===== src/rtl/serial_adder_pkg.sv =====
// Shared definitions for the bit-serial adder: default operand width and FSM state encoding.
package serial_adder_pkg;

  localparam int unsigned DEFAULT_WIDTH = 8;

  typedef enum logic [1:0] {
    ST_IDLE  = 2'd0,
    ST_SHIFT = 2'd1,
    ST_DONE  = 2'd2
  } state_t;

endpackage


===== src/rtl/serial_adder_if.sv =====
// Request/result bundle for serial_adder.
//   master: drives start, a, b, c_in; observes busy, done, sum, c_out
//   slave : the adder side of the same signals
interface serial_adder_if
  import serial_adder_pkg::*;
#(
  parameter int unsigned WIDTH = DEFAULT_WIDTH
) ();

  logic             start;
  logic [WIDTH-1:0] a;
  logic [WIDTH-1:0] b;
  logic             c_in;
  logic             busy;
  logic             done;
  logic [WIDTH-1:0] sum;
  logic             c_out;

  modport master (
    output start, a, b, c_in,
    input  busy, done, sum, c_out
  );

  modport slave (
    input  start, a, b, c_in,
    output busy, done, sum, c_out
  );

endinterface


===== src/rtl/serial_adder_fa.sv =====
// One-bit full-adder cell.
//   a, b, c_in : addend bits and carry-in
//   sum, c_out : sum bit and carry-out
module Full_Adder (
  output logic sum,
  output logic c_out,
  input  logic a,
  input  logic b,
  input  logic c_in
);

  assign sum   = a ^ b ^ c_in;
  assign c_out = (a & b) | (c_in & (a ^ b));

endmodule


===== src/rtl/serial_adder.sv =====
// Bit-serial adder: one full-add per clock, LSB first, result valid on a one-cycle done pulse.
//   clk, rst_n : clock and asynchronous active-low reset
//   bus        : start/a/b/c_in request, busy/done/sum/c_out result (slave side)
module serial_adder
  import serial_adder_pkg::*;
#(
  parameter int unsigned WIDTH = DEFAULT_WIDTH
) (
  input  logic             clk,
  input  logic             rst_n,
  serial_adder_if.slave    bus
);

  localparam int unsigned CNT_W = $clog2(WIDTH + 1);

  state_t           r_state;
  state_t           w_state_nxt;
  logic             r_busy;
  logic             r_done;
  logic             w_busy_nxt;
  logic             w_done_nxt;
  logic [WIDTH-1:0] r_a;
  logic [WIDTH-1:0] r_b;
  logic [WIDTH-1:0] r_sum_sr;
  logic [WIDTH-1:0] r_sum;
  logic             r_carry;
  logic             r_c_out;
  logic [CNT_W-1:0] r_cnt;
  logic             w_fa_sum;
  logic             w_fa_cout;
  logic             w_last;
  logic [WIDTH-1:0] w_sum_sr_nxt;

  Full_Adder u_fa (
    .sum   (w_fa_sum),
    .c_out (w_fa_cout),
    .a     (r_a[0]),
    .b     (r_b[0]),
    .c_in  (r_carry)
  );

  assign w_last = (r_cnt == CNT_W'(WIDTH - 1));

  // New sum bit enters at the MSB; after WIDTH shifts bit 0 holds the LSB.
  assign w_sum_sr_nxt = (r_sum_sr >> 1) | (WIDTH'(w_fa_sum) << (WIDTH - 1));

  // State register, with busy/done registered alongside it
  always_ff @(posedge clk or negedge rst_n) begin
    if (!rst_n) begin
      r_state <= ST_IDLE;
      r_busy  <= 1'b0;
      r_done  <= 1'b0;
    end else begin
      r_state <= w_state_nxt;
      r_busy  <= w_busy_nxt;
      r_done  <= w_done_nxt;
    end
  end

  // Next-state logic
  always_comb begin
    w_state_nxt = r_state;
    case (r_state)
      ST_IDLE:  if (bus.start) w_state_nxt = ST_SHIFT;
      ST_SHIFT: if (w_last)    w_state_nxt = ST_DONE;
      ST_DONE:                 w_state_nxt = ST_IDLE;
      default:                 w_state_nxt = ST_IDLE;
    endcase
  end

  // Output decode from the upcoming state so busy/done line up with the state register
  always_comb begin
    w_busy_nxt = 1'b0;
    w_done_nxt = 1'b0;
    case (w_state_nxt)
      ST_SHIFT: w_busy_nxt = 1'b1;
      ST_DONE:  w_done_nxt = 1'b1;
      default:  ;
    endcase
  end

  // Operand/result shift registers, carry and bit counter
  always_ff @(posedge clk or negedge rst_n) begin
    if (!rst_n) begin
      r_a      <= '0;
      r_b      <= '0;
      r_sum_sr <= '0;
      r_sum    <= '0;
      r_carry  <= 1'b0;
      r_c_out  <= 1'b0;
      r_cnt    <= '0;
    end else begin
      case (r_state)
        ST_IDLE: begin
          if (bus.start) begin
            r_a      <= bus.a;
            r_b      <= bus.b;
            r_carry  <= bus.c_in;
            r_cnt    <= '0;
            r_sum_sr <= '0;
          end
        end
        ST_SHIFT: begin
          r_sum_sr <= w_sum_sr_nxt;
          r_carry  <= w_fa_cout;
          r_a      <= r_a >> 1;
          r_b      <= r_b >> 1;
          r_cnt    <= r_cnt + CNT_W'(1);
          // Visible result changes only when the final bit completes
          if (w_last) begin
            r_sum   <= w_sum_sr_nxt;
            r_c_out <= w_fa_cout;
          end
        end
        default: ;
      endcase
    end
  end

  assign bus.busy  = r_busy;
  assign bus.done  = r_done;
  assign bus.sum   = r_sum;
  assign bus.c_out = r_c_out;

endmodule


===== src/flat_wrapper.sv =====
// flat-port wrapper written by rule: the top's interface ports become plain ports
module serial_adder_flat import serial_adder_pkg::*;
#(
  parameter int unsigned WIDTH = DEFAULT_WIDTH
)
  (clk, rst_n, bus_start, bus_a, bus_b, bus_c_in, bus_busy, bus_done, bus_sum, bus_c_out);
  serial_adder_if #(.WIDTH(WIDTH)) bus_i ();
  input  logic clk;
  input  logic rst_n;
  input wire logic [$bits(bus_i.start)-1:0] bus_start;
  input wire logic [$bits(bus_i.a)-1:0] bus_a;
  input wire logic [$bits(bus_i.b)-1:0] bus_b;
  input wire logic [$bits(bus_i.c_in)-1:0] bus_c_in;
  output wire logic [$bits(bus_i.busy)-1:0] bus_busy;
  output wire logic [$bits(bus_i.done)-1:0] bus_done;
  output wire logic [$bits(bus_i.sum)-1:0] bus_sum;
  output wire logic [$bits(bus_i.c_out)-1:0] bus_c_out;
  assign bus_i.start = bus_start;
  assign bus_i.a = bus_a;
  assign bus_i.b = bus_b;
  assign bus_i.c_in = bus_c_in;
  assign bus_busy = bus_i.busy;
  assign bus_done = bus_i.done;
  assign bus_sum = bus_i.sum;
  assign bus_c_out = bus_i.c_out;
  serial_adder #(.WIDTH(WIDTH)) u_core (.clk(clk), .rst_n(rst_n), .bus(bus_i));
endmodule

===== config.mk =====
export PLATFORM = sky130hd
export DESIGN_NAME = serial_adder_flat
export DESIGN_NICKNAME = d
export VERILOG_FILES = /design/src/rtl/serial_adder_pkg.sv /design/src/rtl/serial_adder_if.sv /design/src/rtl/serial_adder_fa.sv /design/src/rtl/serial_adder.sv /design/src/flat_wrapper.sv
export SDC_FILE = /design/constraint.sdc
export NUM_CORES = 1
export LEC_CHECK = 0
export BUFFER_PORTS_ARGS = -buffer_cell sky130_fd_sc_hd__buf_2
export CORE_MARGIN = 10
export CORE_UTILIZATION = 45
export CTS_CLUSTER_DIAMETER = 200
export CTS_CLUSTER_SIZE = 25
export DETAILED_ROUTE_END_ITERATION = 16
export PLACE_DENSITY_LB_ADDON = 0.25
export SYNTH_ARGS = -nofsm -noshare
export SYNTH_HDL_FRONTEND = slang
export SYNTH_SLANG_ARGS = --single-unit
export TNS_END_PERCENT = 50

===== constraint.sdc =====
create_clock -name clk -period 1.6 [get_ports clk]
set_input_delay 0.16 -clock clk [delete_from_list [all_inputs] [get_ports clk]]
set_output_delay 0.16 -clock clk [all_outputs]
set_load 0.01 [all_outputs]

==> out/metrics.csv, run 1 <==
stage,metric,value,unit
synthesis,post-synthesis sequential area ratio,0.586,
worst_setup_path,CP Capture Type,flip-flop,
timing,Fin. Hold Viols,0,
cts,CTS tree,done,
power,Net Sw Frac,0.360,
power,Flop pwr share,0.445,
synthesis,Syn. warnings,0,
power,Power Density,1820,nW/um2
floorplanning,core area,3720,um2
cts,TritonCTS buffer count,5,
timing,setup tns final,0,ns
timing,worst hold slack,0.126,ns
cts,Clock transition at path regs,0.08,ns
finish,nets,217,
placed_design,dpl hpwl,2690,um
finish,most frequent cells in the layout,"41 x dfrtp_1, 30 x buf_2, 18 x o21ai_0",
synthesis,synthesis-stage register bit count,41,
worst_setup_path,type of origin of the critical path,flip-flop,
power,P_int,2.49,mW
grt,initial antenna violation count,0,
synthesis,Syn Area/Cell,11.4,um2
placed_design,GPL Wtd Cong,0.764,
grt,GRT Util Overall,0.117,
timing,worst slew pin tran,0.589,ns
timing,"Slew Viols, Final",0,
drt,Routed WL per cell,15.2,um
synthesis,synthesized area,1750,um2
drt,DR iter-0 viols,86,
drt,WL final,3710,um
cts,CTS H-tree depth,2,
synthesis,Gate Count Post-Synth,153,
finish,layout cells sized above 1,0.321,
timing,Finish-stage setup viols,0,
drt,via count,1321,
floorplanning,FP Rows,22,
grt,largest net degree at the start of global routing,42,
synthesis,"Net Count, Synth",175,
finish,fill count,332,
timing,Max-slew headroom,0.605,
finish,Inserted Diodes,0,
power,Comb pwr share,0.388,
worst_setup_path,WP data required,1.77,ns
power,NetSw,1.40,mW
finish,most common library cell in the layout ignoring fill and taps,dfrtp_1,
floorplanning,IO Count,31,
timing,final period utilization,0.961,
hold_path,min-delay worst type,in2reg,
drt,Avg Vias per Cell,5.41,
power,Clk pwr share,0.166,
worst_setup_path,largest fanout on the critical path,8,
drt,First-pass DRT Iterations,4,
timing,post-layout minimum cycle time,1.54,ns
floorplanning,Die Height,82.4,um
placed_design,port bufs,30,
floorplanning,Die Area,6790,um2
power,peak supply drop,0.687,mV
worst_setup_path,WP data arrival,1.71,ns
grt,first-pass GRT wire length,6170,um
job,# Max-Cap Violations,0,
outcome,status,"complete, no violations",
timing,skew final,0.00703,ns
worst_setup_path,Worst Setup Path Type,reg2reg,
floorplanning,die width,82.4,um
power,leakage power,1.00,nW
timing,f_max,0.650,GHz
cts,clock root buffer,clkbuf_8,
drt,DRC,0,
finish,fin util,0.574,
drt,antenna-violating nets left,0,
grt,final global-route overflow total,0,
synthesis,post-synthesis cell type count,25,
cts,worst skew pair latency,0.29,ns
floorplanning,Initial Util,0.471,
cts,Longest Clk Path Bufs,2,
cts,clock sink count,41,
finish,P&R area growth vs syn,21.8,%
power,total power,3.89,mW
grt,number of global-route vias before repair,1368,
## per-layer routing
metal	wire length, um	track usage
met5	0	0
met1	1600	0.135
met2	1780	0.187
met3	275	0.0432
met4	51	0.0544
## critical path, stage by stage (launching register included)
cell and delay (ns):
dfrtp_1 0.40, ha_1 0.20, nand2_1 0.13, nor3_4 0.22
buf_12 0.15, mux2_2 0.32
## final timing paths
path,start,endpoint,slack [ns],cells past startpoint
max in group asynchronous,rst_n,u_core.bus.sum[0],0.79,3
min,bus_b[7],u_core.r_b[7],0.13,2
max,u_core.r_cnt[0],u_core.bus.sum[0],0.06,5
min reg2reg,u_core.r_b[4],u_core.r_b[4],0.49,2
max reg2reg,u_core.r_cnt[0],u_core.bus.sum[0],0.06,5
min in group asynchronous,rst_n,u_core.r_b[6],0.44,3
## stage by stage
stage | setup slack [ns] | cell area [um2] | std cells
floorplan | 0.0769 | 1750 | 153
finish | 0.0623 | 2130 | 244
global route | -0.00357 | 2130 | 244
detailed placement | -0.0222 | 2010 | 233
CTS | 0.00678 | 2100 | 242
global placement | 0.0539 | 2010 | 233
## sequential cells by signal, summed over array words and instances, names as in the netlist
name / count
u_core.bus.sum: 8
u_core.bus.busy: 1
u_core.r_cnt: 4
u_core.bus.c_out: 1
u_core.r_a: 8
u_core.r_b: 8
u_core.r_sum_sr: 7
u_core.bus.done: 1
u_core.r_state: 2
u_core.r_carry: 1
## what timing repair did
action	CTS	global route
hold endpoints to repair	41	0
resized for setup	0	1
hold buffers	1	0
setup endpoints to repair	7	17
pin swaps	1	1
buffers inserted	0	2
gates cloned	0	0
## cell families after synthesis
kind of cell / Yosys count / synth area share
flip-flops: 41 / 0.586
buffers and inverters: 16 / 0.0386
AND/OR/NAND/NOR: 31 / 0.0950
adder cells (fa/ha/maj): 2 / 0.0186
multiplexers: 10 / 0.0621
AO/OA/AOI/OAI: 53 / 0.200
## power groups by stage
stage | clock, mW | sequential [mW] | combinational [mW]
2_1_floorplan | 0 | 1.73 | 0.950
3_3_place_gp | 0 | 1.72 | 1.43
3_5_place_dp | 0 | 1.75 | 1.48
4_1_cts | 0.668 | 1.73 | 1.49
5_1_grt | 0.711 | 1.79 | 1.68
6_report | 0.647 | 1.73 | 1.51
## layout make-up
type                    instances  area, um2  area share
repair buffers                 45        278       0.130
flip-flops and latches         41       1030       0.481
clock inverters                 3       17.5     0.00821
clock buffers                   5       68.8      0.0323
multi-input cells              96        661       0.310
well taps                      48       60.1      0.0282
inverters                       6       22.5      0.0106
## Yosys cell counts
cell type / number / area [um2]
a22oi_1: 14 / 105
a22o_1: 7 / 61.3
mux2_2: 7 / 78.8
ha_1: 1 / 12.5
mux2i_1: 3 / 30.0
o21ai_0: 18 / 90.1
a2bb2oi_1: 3 / 26.3
nor3_1: 1 / 5.00
nand3_1: 3 / 15.0
buf_2: 6 / 30.0
nor2b_1: 9 / 56.3
a21oi_1: 8 / 40.0
a32o_1: 1 / 10.0
nand2b_2: 1 / 8.76
nand2b_1: 1 / 6.26
fa_1: 1 / 20.0
a22o_2: 1 / 10.0
o21bai_1: 1 / 7.51
dfrtp_1: 41 / 1030
clkbuf_1: 4 / 15.0
or3_1: 1 / 6.26
nand2_1: 13 / 48.8
nor2_1: 1 / 3.75
nor3_4: 1 / 16.3
inv_1: 6 / 22.5
(Power assumes the default switching activity.)
==> run 2, diff against run 1 <==
--- a/config.mk
+++ b/config.mk
@@ -5,7 +5,7 @@
 export SDC_FILE = /design/constraint.sdc
 export NUM_CORES = 1
 export LEC_CHECK = 0
-export BUFFER_PORTS_ARGS = -buffer_cell sky130_fd_sc_hd__buf_2
+export BUFFER_PORTS_ARGS = -buffer_cell sky130_fd_sc_hd__buf_4
 export CORE_MARGIN = 10
 export CORE_UTILIZATION = 45
 export CTS_CLUSTER_DIAMETER = 200
==> out/metrics.csv, run 2 (synthesized netlist as in run 1, its figures left out) <==
stage,metric,value,unit
grt,GRT Util Overall,0.124,
worst_setup_path,largest fanout on the critical path,10,
worst_setup_path,WP data required,1.78,ns
power,peak supply drop,0.910,mV
job,# Max-Cap Violations,0,
placed_design,port bufs,30,
timing,skew final,0.00409,ns
drt,Avg Vias per Cell,5.54,
cts,Longest Clk Path Bufs,2,
worst_setup_path,Slowest cell on crit path,dfrtp_1,
timing,RSZ-0062 raised after global routing,no,
drt,DR iter-0 viols,63,
drt,Routed WL per cell,16.4,um
timing,setup tns final,0,ns
worst_setup_path,CP Capture Type,flip-flop,
finish,Inserted Diodes,0,
grt,first-pass GRT wire length,6530,um
floorplanning,core area,3720,um2
worst_setup_path,CP bufs+invs,1,
worst_setup_path,Worst Setup Path Type,reg2reg,
timing,f_max,0.666,GHz
drt,DRC,0,
worst_setup_path,type of origin of the critical path,flip-flop,
placed_design,GPL Wtd Cong,0.771,
floorplanning,FP Rows,22,
floorplanning,Die Height,82.4,um
cts,Clock transition at path regs,0.08,ns
finish,P&R area growth vs syn,26.3,%
floorplanning,Die Area,6790,um2
grt,number of global-route vias before repair,1380,
timing,Finish-stage setup viols,0,
cts,clock sink count,41,
worst_setup_path,crit path cell chain,ha_2 -> nand2_1 -> nor3_4 -> buf_12 -> mux2_2,
finish,layout cells sized above 1,0.309,
timing,post-layout minimum cycle time,1.50,ns
cts,CTS tree,done,
worst_setup_path,WP data arrival,1.69,ns
finish,most common library cell in the layout ignoring fill and taps,dfrtp_1,
cts,TritonCTS buffer count,5,
worst_setup_path,Worst path top cell family by delay,flip-flops,
finish,nets,212,
timing,final period utilization,0.938,
floorplanning,die width,82.4,um
drt,WL final,3920,um
grt,largest net degree at the start of global routing,42,
floorplanning,Initial Util,0.471,
cts,clock root buffer,clkbuf_8,
grt,initial antenna violation count,0,
timing,"Slew Viols, Final",0,
drt,via count,1324,
drt,First-pass DRT Iterations,4,
floorplanning,IO Count,31,
cts,worst skew pair latency,0.29,ns
outcome,status,"complete, no violations",
placed_design,placed standard-cell area,2060,um2
placed_design,dpl hpwl,2770,um
power,Power Density,1890,nW/um2
timing,worst slew pin tran,0.517,ns
grt,final global-route overflow total,0,
hold_path,min-delay worst type,in2reg,
drt,antenna-violating nets left,0,
worst_setup_path,"slowest stage delay, CP",0.38,ns
timing,Max-slew headroom,0.653,
power,leakage power,1.01,nW
worst_setup_path,Register-to-Register Setup Slack,0.1,ns
finish,most frequent cells in the layout,"41 x dfrtp_1, 38 x buf_4, 18 x o21ai_0",
timing,Fin. Hold Viols,0,
finish,design area,2210,um2
cts,CTS H-tree depth,2,
==> run 2: repair_timing <==
action	4_1_cts	5_1_grt
buffers inserted	0	1
setup endpoints to repair	0	12
resized for setup	0	3
hold endpoints to repair	41	0
hold buffers	1	0
==> run 2: per-layer routing <==
| layer | vias to the layer above | wire (um) | track usage |
|---|---|---|---|
| li1 | 619 | - | - |
| met1 | 660 | 1670 | 0.156 |
| met2 | 40 | 1920 | 0.194 |
| met3 | 5 | 288 | 0.0464 |
| met4 | 0 | 46 | 0.0374 |
| met5 | - | 0 | 0 |
==> run 2: worst paths after layout <==
kind                       cells past startpoint                 to             from
min                                            2      u_core.r_b[7]         bus_b[7]
min reg2reg                                    2      u_core.r_b[1]    u_core.r_b[1]
max in group asynchronous                      2      u_core.r_b[0]            rst_n
min in group asynchronous                      2      u_core.r_b[5]            rst_n
max                                            5  u_core.bus.sum[3]  u_core.r_cnt[1]
max reg2reg                                    5  u_core.bus.sum[3]  u_core.r_cnt[1]
==> run 2: final cells by class <==
cell class / count / area [um2]
Fill cell: 319 / 1500
Sequential cell: 41 / 1030
Multi-Input combinational cell: 96 / 668
Timing Repair Buffer: 40 / 315
Clock buffer: 6 / 82.6
Tap cell: 48 / 60.1
Clock inverter: 2 / 37.5
Inverter: 6 / 22.5
==> run 2: where the power goes <==
part / internal, mW / switching (mW) / leakage (nW)
logic: 0.784 / 0.776 / 0.420
clock network: 0.507 / 0.357 / 0.0574
registers: 1.45 / 0.304 / 0.533
total: 2.74 / 1.44 / 1.01
==> run 2: stage by stage <==
stage                     setup slack [ns]  instances   util  total power, mW  hold WS [ns]
after global routing                0.0339        239  0.595             4.48         0.134
after CTS                           0.0407        238  0.591             4.16         0.135
after detailed placement            0.0530        229  0.556             3.29         0.172
after floorplan                     0.0769        153      -             2.68        -0.136
after global placement               0.118        229  0.556             3.20         0.161
final                               0.0985        239  0.595             4.18         0.135
==> run 3, diff against run 2 <==
--- a/config.mk
+++ b/config.mk
@@ -11,6 +11,7 @@
 export CTS_CLUSTER_DIAMETER = 200
 export CTS_CLUSTER_SIZE = 25
 export DETAILED_ROUTE_END_ITERATION = 16
+export GPL_TIMING_DRIVEN = 0
 export PLACE_DENSITY_LB_ADDON = 0.25
 export SYNTH_ARGS = -nofsm -noshare
 export SYNTH_HDL_FRONTEND = slang
==> out/metrics.csv, run 3 (synthesized netlist as in run 1, its figures left out) <==
stage,metric,value,unit
timing,final period utilization,0.955,
cts,clock sink count,41,
worst_setup_path,depth of the most critical reg-to-reg path,5,
worst_setup_path,largest fanout on the critical path,10,
worst_setup_path,CP Capture Type,flip-flop,
drt,DR iter-0 viols,90,
power,Power Density,1870,nW/um2
finish,post-layout instance count excluding filler cells,240,
worst_setup_path,Register-to-Register Setup Slack,0.07,ns
worst_setup_path,WP data arrival,1.70,ns
timing,Max-slew headroom,0.657,
drt,via count,1314,
drt,antenna-violating nets left,0,
floorplanning,die width,82.4,um
power,P_int,2.63,mW
power,NetSw,1.43,mW
finish,Inserted Diodes,0,
power,leakage power,0.995,nW
worst_setup_path,Slowest cell on crit path,dfrtp_1,
timing,skew final,0.00943,ns
job,# Max-Cap Violations,0,
worst_setup_path,WP data required,1.77,ns
floorplanning,Die Height,82.4,um
worst_setup_path,crit path cell chain,ha_2 -> nand2_1 -> nor3_4 -> buf_12 -> mux2_2,
cts,CTS H-tree depth,2,
finish,most common library cell in the layout ignoring fill and taps,dfrtp_1,
cts,CTS tree,done,
placed_design,dpl ws,-0.126,ns
placed_design,dpl hpwl,2860,um
worst_setup_path,Worst Setup Path Type,reg2reg,
finish,most frequent cells in the layout,"41 x dfrtp_1, 30 x buf_4, 18 x o21ai_0",
timing,Setup WS post-layout,0.0721,ns
worst_setup_path,worst setup path startpoint,u_core.r_cnt[0],
grt,first-pass GRT wire length,6700,um
timing,Fin. Hold Viols,0,
placed_design,placed cells,231,
drt,WL final,4080,um
timing,RSZ-0062 raised after global routing,no,
floorplanning,IO Count,31,
finish,nets,214,
power,Comb pwr share,0.375,
grt,initial antenna violation count,0,
grt,number of global-route vias before repair,1408,
timing,post-layout minimum cycle time,1.53,ns
worst_setup_path,RR Startpoint,u_core.r_cnt[0],
worst_setup_path,"slowest stage delay, CP",0.40,ns
drt,DRC,0,
cts,worst skew pair latency,0.29,ns
drt,Routed WL per cell,17.0,um
grt,final global-route overflow total,0,
floorplanning,Die Area,6790,um2
timing,"Slew Viols, Final",0,
worst_setup_path,type of origin of the critical path,flip-flop,
grt,GRT Util Overall,0.128,
finish,fin util,0.585,
drt,First-pass DRT Iterations,4,
outcome,status,"complete, no violations",
finish,layout cells sized above 1,0.286,
hold_path,min-delay worst type,in2reg,
drt,Avg Vias per Cell,5.48,
floorplanning,core area,3720,um2
placed_design,port bufs,30,
power,peak supply drop,0.711,mV
cts,clock root buffer,clkbuf_8,
finish,P&R area growth vs syn,24.1,%
grt,largest net degree at the start of global routing,42,
timing,worst slew pin tran,0.515,ns
placed_design,GPL Wtd Cong,0.764,
floorplanning,FP Rows,22,
cts,Longest Clk Path Bufs,2,
power,Flop pwr share,0.430,
timing,f_max,0.655,GHz
power,Net Sw Frac,0.353,
worst_setup_path,reg-to-reg endpoint,u_core.bus.sum[1],
cts,Clock transition at path regs,0.08,ns
floorplanning,Initial Util,0.471,
timing,Finish-stage setup viols,0,
worst_setup_path,Setup crit end,u_core.bus.sum[1],
cts,TritonCTS buffer count,5,
power,Clk pwr share,0.195,
timing,worst hold slack,0.133,ns
## run 3: worst max-delay path: cells and delay by family, from the launching register on
| family | cells | cell delay [ns] |
|---|---|---|
| adders and majority gates | 1 | 0.21 |
| buffers and inverters | 1 | 0.16 |
| DFF | 1 | 0.40 |
| muxes | 1 | 0.34 |
| and+or+nand+nor | 2 | 0.29 |
## run 3: area by class of cell
cell class / count / area, um2
Buffer: 10 / 45.0
Clock buffer: 5 / 68.8
Clock inverter: 2 / 35.0
Fill cell: 325 / 1540
Inverter: 6 / 22.5
Multi-Input combinational cell: 96 / 661
Sequential cell: 41 / 1030
Tap cell: 48 / 60.1
Timing Repair Buffer: 32 / 255
## run 3: worst min path at each step
stage                     startpoint         endpoint  slack, ns  cells past startpoint
after CTS                   bus_b[7]    u_core.r_b[7]       0.13                      2
after detailed placement       rst_n  u_core.r_cnt[3]       0.17                      1
after floorplan                rst_n  u_core.bus.busy      -0.14                      0
after global routing        bus_b[7]    u_core.r_b[7]       0.12                      2
final                       bus_b[7]    u_core.r_b[7]       0.13                      2
after global placement         rst_n    u_core.r_b[5]       0.16                      1
## run 3: power groups by stage
| stage | registers (mW) | clock network, mW | logic [mW] |
|---|---|---|---|
| floorplan | 1.73 | 0 | 0.950 |
| global placement | 1.73 | 0 | 1.42 |
| detailed placement | 1.76 | 0 | 1.49 |
| CTS | 1.74 | 0.813 | 1.54 |
| global route | 1.79 | 0.846 | 1.69 |
| finish | 1.75 | 0.791 | 1.52 |
## run 3: repair_timing
item                       in CTS  in global routing
setup buffers                   1                  0
hold buffers                    1                  0
hold endpoints to repair       41                  0
setup endpoints to repair       7                  3
resized for setup               0                  1
cloned                          0                  0
pin swaps                       1                  0
## run 3: through the flow
| stage | setup TNS, ns | cell area, um2 | power (mW) |
|---|---|---|---|
| floorplan | 0 | 1750 | 2.68 |
| CTS | 0 | 2170 | 4.09 |
| detailed placement | -0.815 | 2040 | 3.25 |
| finish | 0 | 2170 | 4.06 |
| global route | 0 | 2170 | 4.33 |
| global placement | -0.671 | 2040 | 3.15 |
## run 3: metal layers
layer  wire length, um  share of wire  global-route usage  vias to the layer above
li1                  -              -                   -                      622
met1              1630           0.40               0.147                      653
met2              2090           0.51               0.212                       31
met3               278          0.068              0.0432                        8
met4                80          0.020              0.0561                        0
met5                 0              0                   0                        -
